**src/rtl/k86_biu.sv**
```systemverilog
// ---------------------------------------------------------------------------
// k86_biu - bus interface unit for the k86 core.
//
// Owns the external memory bus. While the bus is free it keeps a byte-wide
// prefetch queue filled from CS:IP, and it serves single data accesses for
// the execution unit. A data request has priority over prefetching, and a
// jump has priority over both. The bus is 8 or 16 bits wide. Wait states are
// inserted by holding mem_ready low.
//
// Optional feature: define K86_BIU_WORDDATA_EN to add the d_word input.
// A word access on a 16-bit bus at an even offset takes one bus cycle. Any
// other word access takes two byte cycles, low byte first. Without the
// macro, every data access is a byte access.
//
// Ports
//   clock, reset_n   system clock; synchronous active-low reset
//   chipen           clock enable; 0 freezes all state
//   address          20-bit physical address of the current bus cycle
//   in / out         read data from memory / write data to memory
//   we, be           write strobe, byte-lane enables
//   mem_ready        the bus cycle completes on an edge where this is 1
//   bus_code         the current bus cycle is a code fetch
//   jmp, jmp_cs/ip   flush the queue and restart fetching at jmp_cs:jmp_ip
//   q_rd             pop the head byte of the queue
//   q_data, q_valid  head byte of the queue, queue not empty
//   q_ip             IP of the head byte
//   d_req            one-cycle data request; latched with d_we/d_seg/d_ea/
//                    d_wdata (and d_word)
//   d_rdata, d_done  read data (held), one-cycle completion pulse
// ---------------------------------------------------------------------------
module k86_biu #(
  parameter int          BUS_WIDTH   = 8,
  parameter int          QUEUE_DEPTH = 4,
  parameter logic [15:0] RESET_CS    = 16'hFFFF,
  parameter logic [15:0] RESET_IP    = 16'h0000
) (
  input  logic                   clock,
  input  logic                   reset_n,
  input  logic                   chipen,
  output logic [19:0]            address,
  input  logic [BUS_WIDTH-1:0]   in,
  output logic [BUS_WIDTH-1:0]   out,
  output logic                   we,
  output logic [BUS_WIDTH/8-1:0] be,
  input  logic                   mem_ready,
  output logic                   bus_code,
  input  logic                   jmp,
  input  logic [15:0]            jmp_cs,
  input  logic [15:0]            jmp_ip,
  input  logic                   q_rd,
  output logic [7:0]             q_data,
  output logic                   q_valid,
  output logic [15:0]            q_ip,
  input  logic                   d_req,
  input  logic                   d_we,
  input  logic [15:0]            d_seg,
  input  logic [15:0]            d_ea,
  input  logic [15:0]            d_wdata,
`ifdef K86_BIU_WORDDATA_EN
  input  logic                   d_word,
`endif
  output logic [15:0]            d_rdata,
  output logic                   d_done
);

  localparam int LANES = BUS_WIDTH / 8;
  localparam int AW    = $clog2(QUEUE_DEPTH);

  typedef enum logic [1:0] {IDLE, FETCH, DATA} state_t;

  state_t state, next_state;

  // Fetch pointer and prefetch queue
  logic [15:0]   fcs, fip;
  logic [7:0]    q_mem [QUEUE_DEPTH];
  logic [AW-1:0] rd_ptr, wr_ptr;
  logic [AW:0]   count;
  logic          f_odd;             // fetch issued at an odd IP (16-bit bus)

  // Pending data request
  logic          pend, p_we, p_word, phase;
  logic [15:0]   p_seg, p_ea, p_wdata;
  logic [7:0]    lo_byte;           // low byte of a split word read
  logic          word_in;

  // Decoded control
  logic          start_fetch, start_data, fetch_done, data_done;
  logic          room, pop, word_one, split, last;
  logic [15:0]   d_off;
  logic [19:0]   d_addr, f_addr;
  logic [7:0]    wbyte, rbyte, push0, push1;
  logic [1:0]    push_n;

`ifdef K86_BIU_WORDDATA_EN
  assign word_in = d_word;
`else
  assign word_in = 1'b0;
`endif

  function automatic logic [19:0] phys(input logic [15:0] seg, input logic [15:0] off);
    return {seg, 4'h0} + {4'h0, off};
  endfunction

  // Lane enable for a single byte at an address whose bit 0 is a0.
  function automatic logic [LANES-1:0] lane_be(input logic a0);
    if (LANES == 1) return '1;
    return LANES'({a0, ~a0});
  endfunction

  // Byte from the high (hi=1) or low lane. An 8-bit bus has only one lane.
  function automatic logic [7:0] lane_byte(input logic [BUS_WIDTH-1:0] d, input logic hi);
    logic [15:0] w;
    w = 16'(d);
    return (LANES == 2 && hi) ? w[15:8] : w[7:0];
  endfunction

  assign q_data  = q_mem[rd_ptr];
  assign q_valid = (count != '0);
  assign room    = (int'(count) + LANES) <= QUEUE_DEPTH;
  assign pop     = q_rd && q_valid && !jmp;

  // A word access on a 16-bit bus at an even offset fits one cycle. Any
  // other word access is split into two byte cycles.
  assign word_one = (LANES == 2) && p_word && !p_ea[0];
  assign split    = p_word && !word_one;
  assign last     = !split || phase;
  assign d_off    = p_ea + {15'h0000, phase};
  assign d_addr   = phys(p_seg, d_off);
  assign wbyte    = (split && phase) ? p_wdata[15:8] : p_wdata[7:0];
  assign rbyte    = lane_byte(in, address[0]);

  // NOTE: every signal driven in always_comb gets a default first, so no
  // path through the block can leave it unassigned and infer a latch.
  always_comb begin
    next_state  = state;
    start_fetch = 1'b0;
    start_data  = 1'b0;
    fetch_done  = 1'b0;
    data_done   = 1'b0;
    case (state)
      IDLE: begin
        if (!jmp) begin
          if (pend) begin
            start_data = 1'b1;
            next_state = DATA;
          end else if (room) begin
            start_fetch = 1'b1;
            next_state  = FETCH;
          end
        end
      end
      FETCH: begin
        if (jmp) begin
          next_state = IDLE;               // abort, returned data is dropped
        end else if (mem_ready) begin
          fetch_done = 1'b1;
          next_state = IDLE;
        end
      end
      DATA: begin
        // A jump never aborts a data cycle.
        if (mem_ready) begin
          data_done  = 1'b1;
          next_state = IDLE;
        end
      end
      default: next_state = IDLE;
    endcase
  end

  // Fetch address and the bytes a completing fetch pushes.
  always_comb begin
    f_addr = phys(fcs, fip);
    if (LANES == 2) f_addr[0] = 1'b0;
    push_n = 2'd0;
    push0  = 8'h00;
    push1  = 8'h00;
    if (fetch_done) begin
      if (LANES == 1) begin
        push_n = 2'd1;
        push0  = lane_byte(in, 1'b0);
      end else if (f_odd) begin
        push_n = 2'd1;
        push0  = lane_byte(in, 1'b1);
      end else begin
        push_n = 2'd2;
        push0  = lane_byte(in, 1'b0);
        push1  = lane_byte(in, 1'b1);
      end
    end
  end

  // NOTE: sequential state uses non-blocking assignments, so every flop
  // samples the pre-edge value of every other flop.
  always_ff @(posedge clock) begin
    if (!reset_n) state <= IDLE;
    else if (chipen) state <= next_state;
  end

  always_ff @(posedge clock) begin
    if (!reset_n) begin
      address  <= '0;
      out      <= '0;
      we       <= 1'b0;
      be       <= '0;
      bus_code <= 1'b0;
      d_rdata  <= '0;
      d_done   <= 1'b0;
      fcs      <= RESET_CS;
      fip      <= RESET_IP;
      q_ip     <= RESET_IP;
      rd_ptr   <= '0;
      wr_ptr   <= '0;
      count    <= '0;
      f_odd    <= 1'b0;
      pend     <= 1'b0;
      p_we     <= 1'b0;
      p_word   <= 1'b0;
      phase    <= 1'b0;
      p_seg    <= '0;
      p_ea     <= '0;
      p_wdata  <= '0;
      lo_byte  <= '0;
    end else if (chipen) begin
      d_done <= 1'b0;

      // A request that arrives while one is pending is dropped.
      if (d_req && !pend) begin
        pend    <= 1'b1;
        p_we    <= d_we;
        p_word  <= word_in;
        p_seg   <= d_seg;
        p_ea    <= d_ea;
        p_wdata <= d_wdata;
        phase   <= 1'b0;
      end

      if (start_fetch) begin
        address  <= f_addr;
        we       <= 1'b0;
        be       <= fip[0] ? lane_be(1'b1) : '1;
        bus_code <= 1'b1;
        f_odd    <= fip[0];
      end

      if (start_data) begin
        address  <= d_addr;
        we       <= p_we;
        bus_code <= 1'b0;
        if (word_one) begin
          be  <= '1;
          out <= BUS_WIDTH'(p_wdata);
        end else begin
          be  <= lane_be(d_addr[0]);
          out <= {LANES{wbyte}};       // byte replicated on every lane
        end
      end

      if (fetch_done || (state == FETCH && jmp)) begin
        be       <= '0;
        bus_code <= 1'b0;
      end
      if (fetch_done) fip <= fip + 16'(push_n);

      if (data_done) begin
        we <= 1'b0;
        be <= '0;
        if (!last) begin
          phase   <= 1'b1;
          lo_byte <= rbyte;
        end else begin
          pend   <= 1'b0;
          d_done <= 1'b1;
          if (!p_we) begin
            if (word_one)   d_rdata <= 16'(in);
            else if (split) d_rdata <= {rbyte, lo_byte};
            else            d_rdata <= {8'h00, rbyte};
          end
        end
      end

      if (jmp) begin
        fcs    <= jmp_cs;
        fip    <= jmp_ip;
        q_ip   <= jmp_ip;
        rd_ptr <= '0;
        wr_ptr <= '0;
        count  <= '0;
      end else begin
        rd_ptr <= rd_ptr + AW'(pop);
        wr_ptr <= wr_ptr + AW'(push_n);
        count  <= count + (AW+1)'(push_n) - (AW+1)'(pop);
        if (pop) q_ip <= q_ip + 16'h0001;
      end
    end
  end

  // NOTE: the queue storage has no reset. The count and pointers decide
  // which entries are valid, so stale bytes are never visible.
  always_ff @(posedge clock) begin
    if (reset_n && chipen && push_n != 2'd0) begin
      q_mem[wr_ptr] <= push0;
      if (push_n == 2'd2) q_mem[wr_ptr + AW'(1)] <= push1;
    end
  end

endmodule

```
**config.mk**
```make
export PLATFORM = sky130hd
export DESIGN_NAME = k86_biu
export DESIGN_NICKNAME = d
export VERILOG_FILES = /design/src/rtl/k86_biu.sv
export SDC_FILE = /design/constraint.sdc
export NUM_CORES = 1
export LEC_CHECK = 0
export CAP_MARGIN = 40
export CELL_PAD_IN_SITES_DETAIL_PLACEMENT = 0
export CELL_PAD_IN_SITES_GLOBAL_PLACEMENT = 1
export CORE_ASPECT_RATIO = 1.4
export CORE_UTILIZATION = 35
export CTS_CLUSTER_DIAMETER = 200
export DETAILED_ROUTE_END_ITERATION = 6
export GPL_TIMING_DRIVEN = 0
export PLACE_DENSITY_LB_ADDON = 0.1
export SYNTH_ARGS = -nofsm -noshare
export SYNTH_HDL_FRONTEND = slang
export SYNTH_SLANG_ARGS = --single-unit
```
**constraint.sdc**
```tcl
create_clock -name clock -period 2.5 [get_ports clock]
set_clock_uncertainty 0.15 [all_clocks]
set_input_delay 0.25 -clock clock [delete_from_list [all_inputs] [get_ports clock]]
set_output_delay 0.25 -clock clock [all_outputs]
set_load 0.005 [all_outputs]
```
**Yosys cells after proc, flatten, opt, wreduce, memory -nomap -nowiden**

Memories as Yosys holds them, arrays and structs flattened. A register that Yosys moved wholly into a read port is not among the register bits.
Index checks and enable logic that the tools add are counted.

- Output and inout bits: 73
- Bits of input ports: 96
- Memories kept: 1
- Bits in writable memories: 32
- Register bits after elaboration: 139
- Word-level logic and storage cells: 124

- Eq/ne operators: 5
- Mux-type cells: 54
- Bitwise gates (word level): 2
- Magnitude comparators: 1
- Reduce and logical (&&, ||, !) cells: 32
- $add $sub $neg: 10

Memory list:

| name | words | bits a word | read ports | clocked after memory_dff | wr ports | line | text |
|---|---|---|---|---|---|---|---|
| q_mem | 4 | 8 | 1 | 1 | 1 | 75 | `logic [7:0] q_mem [QUEUE_DEPTH];` |

Operators by type and width:

| operator | number |
|---|---|
| 16-bit 2-to-1 mux | 4 |
| 20-bit by 16-bit adder with 20-bit output | 2 |
| 20-bit 2-to-1 mux | 2 |
| 1-bit 2-to-1 mux | 34 |
| 2-bit 2-to-1 mux | 10 |
| 2-bit AND reduction | 10 |
| 16-bit by 1-bit adder with 16-bit output (second input constant) | 1 |
| 16-bit by 2-bit adder with 16-bit output | 1 |
| 8-bit 2-to-1 mux | 2 |
| 2-bit nonzero test | 5 |
| 3-bit nonzero test | 3 |
| 8-bit OR reduction | 1 |
| 1-bit logical AND | 6 |
| 2-bit case mux with 3 select lines | 1 |
| 3-bit AND reduction | 2 |
| 3-bit by 1-bit adder with 4-bit output (second input constant) | 1 |
| 2-bit == test (second input constant) | 2 |
| 4-bit by 3-bit <= comparator with 1-bit output (second input constant) | 1 |
| 4-bit nonzero test | 1 |
| 3-bit by 2-bit adder with 3-bit output | 1 |
| 3-bit 2-to-1 mux | 1 |
| 3-bit inequality test (second input constant) | 1 |
| 3-bit by 1-bit subtractor with 3-bit output | 1 |
| 2-bit by 1-bit adder with 2-bit output | 1 |
| other kinds (8) | 10 |

**Longest topological paths before layout**

Gate-level depths: netlist of the first run.

- Depth in word-level cells: 10
- Gate-level depth with buffers: 11

**Least setup slack after synthesis of the first run**

Ideal clock, no wire load.

- Kind: flip-flop to flip-flop
- Start point: register state[0]
- End point: register fip[12]
- Buffers on the path: 1
- Slack: 0.029 ns
- Library setup time: 0.116 ns
- Arrival: 2.205 ns
- Required time: 2.234 ns
- Cell stages (with the launch flop): 12
- Cells stage by stage: dfxtp_1 -> buf_2 -> nand2_1 -> nor3_2 -> ha_1 -> ha_1 -> and3_1 -> nand4_1 -> nor3_1 -> a31oi_1 -> o21ai_0 -> nor2_1

- Longest elaborated chain between the ends: 6
- Elaborated cells between the ends (all ways): 8

RTL lines:

| what | line | text |
|---|---|---|
| start: declaration | 71 | `state_t state, next_state;` |
| start signal: assignment | 197 | `else if (chipen) state <= next_state;` |
| 2-bit by 1-bit == test with 1-bit output (*) | 140 | `case (state)` |
| 1-bit 2-to-1 mux (*) | 140 |  |
| 1-bit 2-to-1 mux | 178 | `if (fetch_done) begin` |
| 16-bit by 2-bit adder with 16-bit output | 263 | `if (fetch_done) fip <= fip + 16'(push_n);` |
| 16-bit 2-to-1 mux | 263 |  |
| 16-bit 2-to-1 mux | 282 | `if (jmp) begin` |
| end signal: assignment | 263 |  |
| end signal: assignment | 284 | `fip <= jmp_ip;` |
| end: declaration | 74 | `logic [15:0] fcs, fip;` |

Mark *: on every way between the ends. The rest lies on a longest branch, timed or not. The select of a mux whose other input is x is not followed.
A chain may end at the register's enable or synchronous reset.

**Worst setup path in the final report of the first run**

- Start point: register fip[4]
- End point: register address[14]

- Longest elaborated chain between the ends: 3

RTL lines:

| what | line | text |
|---|---|---|
| 20-bit by 16-bit adder with 20-bit output | 101 | `return {seg, 4'h0} + {4'h0, off};` |
| 20-bit 2-to-1 mux | 238 | `if (start_fetch) begin` |
| 20-bit 2-to-1 mux | 246 | `if (start_data) begin` |
| end signal: assignment | 239 | `address <= f_addr;` |
| end signal: assignment | 247 | `address <= d_addr;` |
| end: declaration | 40 | `output logic [19:0] address,` |

No other way between the ends. The select of a mux whose other input is x is not followed.

==> results.toml, run 1 <==
[run_status]
outcome = "completed"

[setup_path]
reg2reg_slack_ns = 0.06
r2r_end = "address[14]"
crit_type = "reg2reg"
reg2reg_depth = 9
arrival_ns = 2.63
path_max_fanout = 4
rr_startpoint = "fip[4]"
start_kind = "flip-flop"
endpoint_kind = "flip-flop"
worstPathRequired_ns = 2.69

[cts]
cts_buffer_depth = 2
cts_buffers = 17
h-tree-depth = 4
cts_root_buffer = "clkbuf_16"
clk_latency_ns = 0.44
cts_tree = "done"
clkSinkCount = 173
hold_buffers = 0
clk_pin_slew_ns = 0.07

[global_route]
grt_max_degree = 17
grtUsageTotal_pct = 22.46
antenna_found_initial = 1
grt_overflow_total = 0
first_global_vias = 7866
grt_first_pass_wirelength_microns = 42920

[placed_design]
io_buffers = 149
gp_congestion = 0.8438
dp_hpwl_microns = 20820
placed_area_sq_um = 10510
detailedPlace.worstSlack_ns = -0.9157

[die]
dieArea_sq_um = 25170
die_h_microns = 187.3
rows = 67
start_util_pct = 35.81
core_sq_um = 23980
io_pins = 169
die_w_microns = 134.4

[power_and_ir_drop]
worst_ir_drop_vdd_mv = 0.5039
power_density_nw_per_um2 = 590.1
p_leak_nw = 4.075
p_total_mw = 6.695

[timing]
period_needed_ns = 2.441
slew_violations = 0
fin_crit_sh_pct = 97.62
setup_slack_ns = 0.05939
rsz0062_at_grt = "true"
finalSetupViolCount = 0
hold_violations = 0
tightest_slew_ns = 0.8600
relSlewSlack_pct = 42.67
max_freq_ghz = 0.4097

[worst_hold_path]
worstHoldStart = "chipen"
hold_depth = 4
hold_path.class = "in2reg"
holdPathEnd = "rd_ptr[1]"

[route]
wl_microns = 27610
drcViolationCount = 0
viasPerCell = 5.256
firstDrtPassIters = 5
via_count = 8063
wl_per_cell_microns = 18.00
drt-initial-drc-count = 435
ant_nets = 0

[finish]
fillers = 2409
syn_to_final_growth_pct = 32.15
fin_area_sq_um = 11350
mostFrequentLayoutCell = "nand2_1"
final_core_util_pct = 47.32
layout_common_cells = "nand2_1 (197), clkdlybuf4s50_1 (149), dfxtp_1 (134)"
nets = 1339
drive_gt1_share_pct = 9.567

[yosys]
synth_area_sq_um = 8586
netlist_instances = 1023
synthArstFlopShare_pct = 0
ys_seq_area_share_pct = 44.07
synth_edf_count = 32
synth_cell_type_count = 72
yosys_most_used_dff = "dfxtp_1"
synth.ff_latch_count = 173
synth_area_per_cell_sq_um = 8.393
yosys_warnings = 0

[flow_run]
maxCapViolCount = 0
routing by layer:
| metal | GRT usage [%] | part of all wire, % | vias up |
|---|---|---|---|
| met5 | 0 | 0 | - |
| met4 | 9.810 | 3.5 | 0 |
| met3 | 3.686 | 4.1 | 51 |
| met2 | 40.00 | 52 | 202 |
| met1 | 26.16 | 41 | 3783 |
| li1 | - | - | 4027 |
repair_timing:
item / 4_1_cts / 5_1_grt
pin swaps: 8 / 19
cloned: 0 / 0
gates resized for setup: 16 / 30
setup buffers: 6 / 5
setup endpoints to repair: 52 / 30
registers in the layout, indices dropped and copies added, names as in the netlist, named ones only:
signal    cells
address      20
p_seg        16
fcs          16
state         2
out           8
p_ea         16
d_done        1
be            1
count         3
we            1
p_we          1
q_ip         16
pend          1
p_wdata       8
q_mem        32
rd_ptr        2
fip          16
d_rdata       8
wr_ptr        2
bus_code      1
where the power goes:
group | leakage (nW) | switching, mW | internal (mW) | total [mW]
registers | 1.42 | 0.0947 | 2.93 | 3.03
logic | 2.38 | 0.543 | 0.469 | 1.01
clock network | 0.269 | 1.17 | 1.48 | 2.65
total | 4.08 | 1.81 | 4.88 | 6.69
Yosys cell counts, drive strengths merged, types with 3 or more instances:
cell	count	share of area (%)
a22oi	12	1.0
nand2	200	8.7
a31oi	10	0.73
or3	4	0.29
inv	13	0.57
o21a	7	0.61
o21ai	71	4.1
a211oi	15	1.5
a21o	7	0.61
a311oi	9	0.92
fa	3	0.70
a21oi	117	6.8
nor2	94	4.1
and2	9	0.66
xor2	3	0.31
nor3	29	1.7
o31ai	7	0.73
nand4	12	0.87
buf	23	1.5
nand2b	5	0.36
a221oi	3	0.51
edfxtp	32	11
ha	30	4.4
and3	10	0.73
o211ai	5	0.44
xnor2	15	1.5
nand3	36	2.1
mux2i	4	0.47
o221ai	3	0.31
nor4	3	0.36
dfxtp	141	33
mux4	8	2.1
clkbuf	44	1.9
critical path, cell delays in order, from the launching register on:
cell and delay (ns):
dfxtp_4 0.36, ha_4 0.17, fa_2 0.42, a211oi_4 0.30, buf_6 0.15, o21ai_4 0.06, nand3_2 0.09, nand2_2 0.06
mux2_4 0.31, a2111oi_4 0.27
kinds of logic after synthesis:
logic type / share of synthesized area [%]
compound gates: 20.88
buf+inv: 4.080
fa+ha+maj: 5.071
mux: 2.696
other cells: 0.04368
xor+xnor: 1.836
flops: 44.07
simple gates: 21.32
worst max path at each step:
| stage | startpoint | endpoint | slack, ns | cells past startpoint |
|---|---|---|---|---|
| after floorplan | state[0] | fip[12] | 0.03 | 11 |
| after global placement | mem_ready | fip[12] | -0.92 | 11 |
| after detailed placement | mem_ready | fip[12] | -0.92 | 11 |
| after CTS | fip[4] | address[18] | -0.007 | 8 |
| after global routing | fip[4] | address[14] | -0.05 | 9 |
| final | fip[4] | address[14] | 0.06 | 9 |
metrics by stage:
step / std cells / setup TNS [ns] / hold slack [ns]
floorplan: 1030 / 0 / 0.2242
detailed placement: 1491 / -20.75 / 0.2955
global route: 1534 / -0.2019 / 0.1511
finish: 1534 / 0 / 0.1155
CTS: 1528 / -0.006646 / 0.09913
global placement: 1489 / -23.45 / 0.2879
final cells by class:
cell class	count	area [sq um]	area share [%]
Timing Repair Buffer	162	1593	14.04
Buffer	66	296.5	2.614
Clock inverter	12	138.9	1.224
Clock buffer	20	436.7	3.849
Antenna cell	1	2.502	0.02206
Tap cell	310	387.9	3.419
Inverter	14	52.55	0.4632
Multi-Input combinational cell	776	4643	40.92
Sequential cell	173	3795	33.45
No activity file was read; power rests on OpenSTA's default activity.
==> run 2, diff against run 1 <==
- CORE_UTILIZATION: 35 -> 36
- CTS_BUF_LIST: unset -> sky130_fd_sc_hd__clkbuf_8
- REMOVE_ABC_BUFFERS: unset -> 1
==> results.toml, run 2 (synthesis results as in run 1) <==
[run_status]
outcome = "completed"

[placed_design]
dp_hpwl_microns = 17590
placed_area_sq_um = 10370
gp_congestion = 0.8448
io_buffers = 152
dp.cells = 1431

[route]
firstDrtPassIters = 4
viasPerCell = 5.223
drt-initial-drc-count = 347
via_count = 7694
drcViolationCount = 0
wl_per_cell_microns = 16.47
ant_nets = 0
wl_microns = 24250

[setup_path]
start_kind = "flip-flop"
critPathMaxStageDelay_ns = 0.42
rr_startpoint = "fip[4]"
endpoint_kind = "flip-flop"
slowest_stage = "fa_2"
path_buf_inv = 0
path_cells = "ha_4 > fa_2 > a211oi_4 > o21ai_1 > nand3_1 > nand2_1 > mux2_2 > a2111oi_2"
path_max_fanout = 5
worstPathRequired_ns = 2.72
critPathTopFamily = "compound AO/OA/AOI/OAI gates"
arrival_ns = 2.69
crit_type = "reg2reg"
crit_start = "fip[4]"

[power_and_ir_drop]
seqPwrFrac_pct = 50.5
p_int_mw = 4.314
p_sw_share_pct = 28.03
p_leak_nw = 3.923
p_switching_mw = 1.680
power_density_nw_per_um2 = 546.8
worst_ir_drop_vdd_mv = 0.3205
combinationalPowerShare_pct = 15.5
p_clk_share_pct = 34.0
p_total_mw = 5.994

[global_route]
met3_usage_pct = 4.070
antenna_found_initial = 0
grt_max_degree = 67
grt_first_pass_wirelength_microns = 38790
grtUsageTotal_pct = 20.30
first_global_vias = 7457
grt_overflow_total = 0
gr-usage-met2_pct = 36.61
met1_usage_pct = 23.50
gr-max-usage-layer = "met2"

[finish]
diodes = 0
layout_common_cells = "nand2_1 (199), clkdlybuf4s50_1 (149), dfxtp_1 (134)"
regMostFlops = "q_mem"
largest_reg_flops = 32
fillers = 2396
drive_gt1_share_pct = 9.254
reg_top3 = "q_mem: 32 flops, address: 20 flops"
fin_area_sq_um = 10960
nets = 1283
mostFrequentLayoutCell = "nand2_1"
syn_to_final_growth_pct = 27.69
stdcell_count = 1473

[timing]
max_freq_ghz = 0.4051
fin_crit_sh_pct = 98.75
hold_violations = 0
fin_setup_tns_ns = 0
relSlewSlack_pct = 43.07
tightest_slew_ns = 0.8540
slew_violations = 0
rsz0062_at_grt = "true"
holdWs_ns = 0.1541
finalSetupViolCount = 0
period_needed_ns = 2.469

[worst_hold_path]
worstHoldStart = "d_seg[11]"
hold_path.class = "in2reg"

[cts]
cts_buffers = 17
cts_tree = "done"
clk_latency_ns = 0.48
cts_root_buffer = "clkbuf_8"
cts_buffer_depth = 2
hold_buffers = 0
clkSinkCount = 173
h-tree-depth = 4
clk_pin_slew_ns = 0.11

[die]
die_w_microns = 132.5
die_h_microns = 184.7
start_util_pct = 36.87
dieArea_sq_um = 24480
io_pins = 169
rows = 66
core_sq_um = 23290

[flow_run]
maxCapViolCount = 0
## run 2: cell types whose count changed in the layout (fill, tap and decap cells not counted), moves of 4 or more
cell	change
buf_1	-4
buf_2	-6
buf_4	-10
clkbuf_1	-46
clkbuf_16	-17
clkbuf_8	+18
## run 2: power by group through the flow
stage	registers (mW)	logic, mW	clock network [mW]
floorplan	3.07	0.483	0
global placement	3.09	0.896	0
detailed placement	3.09	0.914	0
CTS	3.03	0.929	2.11
global route	3.04	1.03	2.22
finish	3.03	0.927	2.04
## run 2: worst reg2reg max path, cell delays in order, from the launching register on
cell and delay (ns):
dfxtp_4 0.39, ha_4 0.18, fa_2 0.42, a211oi_4 0.29, o21ai_1 0.13, nand3_1 0.12, nand2_1 0.07, mux2_2 0.28
a2111oi_2 0.33
## run 2: stage by stage
step / setup slack (ns) / util [%]
4_1_cts: 0.01240 / 46.69
3_5_place_dp: -1.005 / 44.52
5_1_grt: -0.03913 / 47.08
6_report: 0.03124 / 47.08
2_1_floorplan: -0.2036 / -
3_3_place_gp: -4.103 / 43.88
## run 2: timing repair
item                                    4_1_cts  5_1_grt
buffers inserted                              6        4
endpoints found under the hold margin         0        0
pin swaps                                     7       13
resized for setup                            17       20
endpoints found under the setup margin       83       22
## run 2: per-layer routing
layer | part of all wire [%] | routed length, microns
met4 | 2.2 | 545
met3 | 3.3 | 807
met2 | 52 | 12600
met1 | 42 | 10310
met5 | 0 | 0
## run 2: final cells by class
cell class	instances	area [sq um]	area share, %
clock inverters	14	158.9	1.449
inverters	14	57.56	0.5250
flip-flops and latches	173	3800	34.66
well taps	306	382.9	3.492
multi-input cells	776	4584	41.82
repair buffers	172	1732	15.80
clock buffers	18	247.7	2.260
## run 2: final timing paths
kind / endpoint / slack (ns) / cells past startpoint
setup reg to reg: address[14] / 0.03 / 8
hold reg to reg: out[5] / 0.31 / 2
setup / recovery: address[14] / 0.03 / 8
hold / removal: p_seg[11] / 0.15 / 3
==> run 3, diff against run 2 <==
- CORE_UTILIZATION: 36 -> 40
- HOLD_SLACK_MARGIN: unset -> 0.03
- clock period: 2.5 -> 2.79 ns (I/O delays scaled with it)
==> results.toml, run 3 (synthesis results as in run 1) <==
[power_and_ir_drop]
worst_ir_drop_vdd_mv = 0.2772
p_sw_share_pct = 30.07
combinationalPowerShare_pct = 15.2
p_int_mw = 3.709
p_leak_nw = 3.849
p_clk_share_pct = 33.6
p_switching_mw = 1.595
power_density_nw_per_um2 = 493.3
seqPwrFrac_pct = 51.1

[setup_path]
critPathTopFamily = "compound AO/OA/AOI/OAI gates"
reg2reg_depth = 9
reg2reg_slack_ns = 0.17
start_kind = "flip-flop"
slowest_stage = "fa_2"
cp_num_cells = 9
path_max_fanout = 3
worstPathRequired_ns = 3.02
path_cells = "ha_1 > fa_2 > a211oi_4 > o21ai_1 > a211oi_2 > buf_4 > nand2_1 > a31o_2 > o31ai_2"
crit_type = "reg2reg"
critPathMaxStageDelay_ns = 0.40
arrival_ns = 2.85
rr_startpoint = "p_seg[0]"
r2r_end = "address[18]"
path_buf_inv = 1
endpoint_kind = "flip-flop"

[timing]
slew_violations = 0
finalSetupViolCount = 0
hold_violations = 0
period_needed_ns = 2.625
setup_slack_ns = 0.1654
tightest_slew_ns = 0.8331
max_freq_ghz = 0.3810
relSlewSlack_pct = 44.32
fin_crit_sh_pct = 94.07
rsz0062_at_grt = "true"

[global_route]
grtUsageTotal_pct = 21.47
grt_max_degree = 107
grt_first_pass_wirelength_microns = 37510
antenna_found_initial = 0
grt_overflow_total = 0
first_global_vias = 7279

[placed_design]
io_buffers = 152
dp_hpwl_microns = 16700
detailedPlace.worstSlack_ns = -0.6788
gp_congestion = 0.8347

[cts]
cts_root_buffer = "clkbuf_8"
clk_latency_ns = 0.47
h-tree-depth = 4
cts_buffer_depth = 2
cts_tree = "done"
clk_pin_slew_ns = 0.11
clkSinkCount = 173
cts_buffers = 17

[route]
viasPerCell = 5.378
via_count = 7632
wl_microns = 22990
ant_nets = 0
wl_per_cell_microns = 16.20
firstDrtPassIters = 5
drt-initial-drc-count = 394
drcViolationCount = 0

[finish]
largest_reg_flops = 32
final_core_util_pct = 50.90
reg_top3 = "q_mem: 32 flops, address: 20 flops"
drive_gt1_share_pct = 7.334
syn_to_final_growth_pct = 25.24
diodes = 0
regMostFlops = "q_mem"
nets = 1275
fillers = 2128
layout_common_cells = "nand2_1 (200), clkdlybuf4s50_1 (149), dfxtp_1 (139)"
mostFrequentLayoutCell = "nand2_1"

[flow_run]
maxCapViolCount = 0

[die]
start_util_pct = 40.64
rows = 63
die_w_microns = 125.8
core_sq_um = 21130
die_h_microns = 175.4
io_pins = 169
dieArea_sq_um = 22060

[run_status]
outcome = "completed"

[worst_hold_path]
hold_path.class = "in2reg"
hold_depth = 3
holdPathEnd = "p_ea[14]"
worstHoldStart = "d_ea[14]"
[run 3: cell type report]
| cell class | instances | area (sq um) | share of cell area [%] |
|---|---|---|---|
| Clock buffer | 17 | 234.0 | 2.176 |
| Clock inverter | 15 | 182.7 | 1.699 |
| Inverter | 14 | 57.56 | 0.5353 |
| Multi-Input combinational cell | 776 | 4516 | 41.99 |
| Sequential cell | 173 | 3786 | 35.21 |
| Tap cell | 260 | 325.3 | 3.025 |
| Timing Repair Buffer | 164 | 1652 | 15.36 |
[run 3: layer usage]
layer	wire length [microns]	up-vias	global-route usage, %	part of all wire [%]
met5	0	-	0	0
met4	405	0	7.028	1.8
met3	824	26	4.143	3.6
met2	12040	168	39.65	52
met1	9721	3532	24.65	42
li1	-	3906	-	-
[run 3: worst max-delay path by stage]
stage | from | to | slack [ns]
finish | p_seg[0] | address[18] | 0.17
global route | fip[4] | address[18] | -0.008
CTS | p_seg[0] | address[14] | 0.007
global placement | reset_n | address[14] | -3.58
floorplan | reset_n | address[14] | 0.06
detailed placement | chipen | address[11] | -0.68
[run 3: worst reg2reg max path, cell delays in order, from the launching register on]
cell and delay, ns:
dfxtp_1 0.33, ha_1 0.25, fa_2 0.40, a211oi_4 0.26, o21ai_1 0.14, a211oi_2 0.33
buf_4 0.18, nand2_1 0.05, a31o_2 0.24, o31ai_2 0.21
[run 3: through the flow]
step	area, sq um	cells	hold slack [ns]	power (mW)	setup TNS [ns]
finish	10750	1419	0.1882	5.305	0
global route	10750	1419	0.1585	5.592	-0.009849
CTS	10720	1417	0.1539	5.377	0
detailed placement	10290	1384	0.2938	3.575	-27.19
global placement	10160	1375	0.2888	3.561	-496.76
floorplan	8314	963	0.2008	3.181	0
[run 3: what timing repair did]
action	in CTS	in global routing
pin swaps	1	3
endpoints found under the setup margin	24	23
setup buffers	1	2
gates resized for setup	2	9
hold buffers	0	0
[run 3: power groups by stage]
stage | Sequential (mW) | Combinational [mW] | Clock (mW)
2_1_floorplan | 2.75 | 0.433 | 0
3_3_place_gp | 2.77 | 0.791 | 0
3_5_place_dp | 2.77 | 0.804 | 0
4_1_cts | 2.71 | 0.811 | 1.85
5_1_grt | 2.73 | 0.901 | 1.96
6_report | 2.71 | 0.807 | 1.78
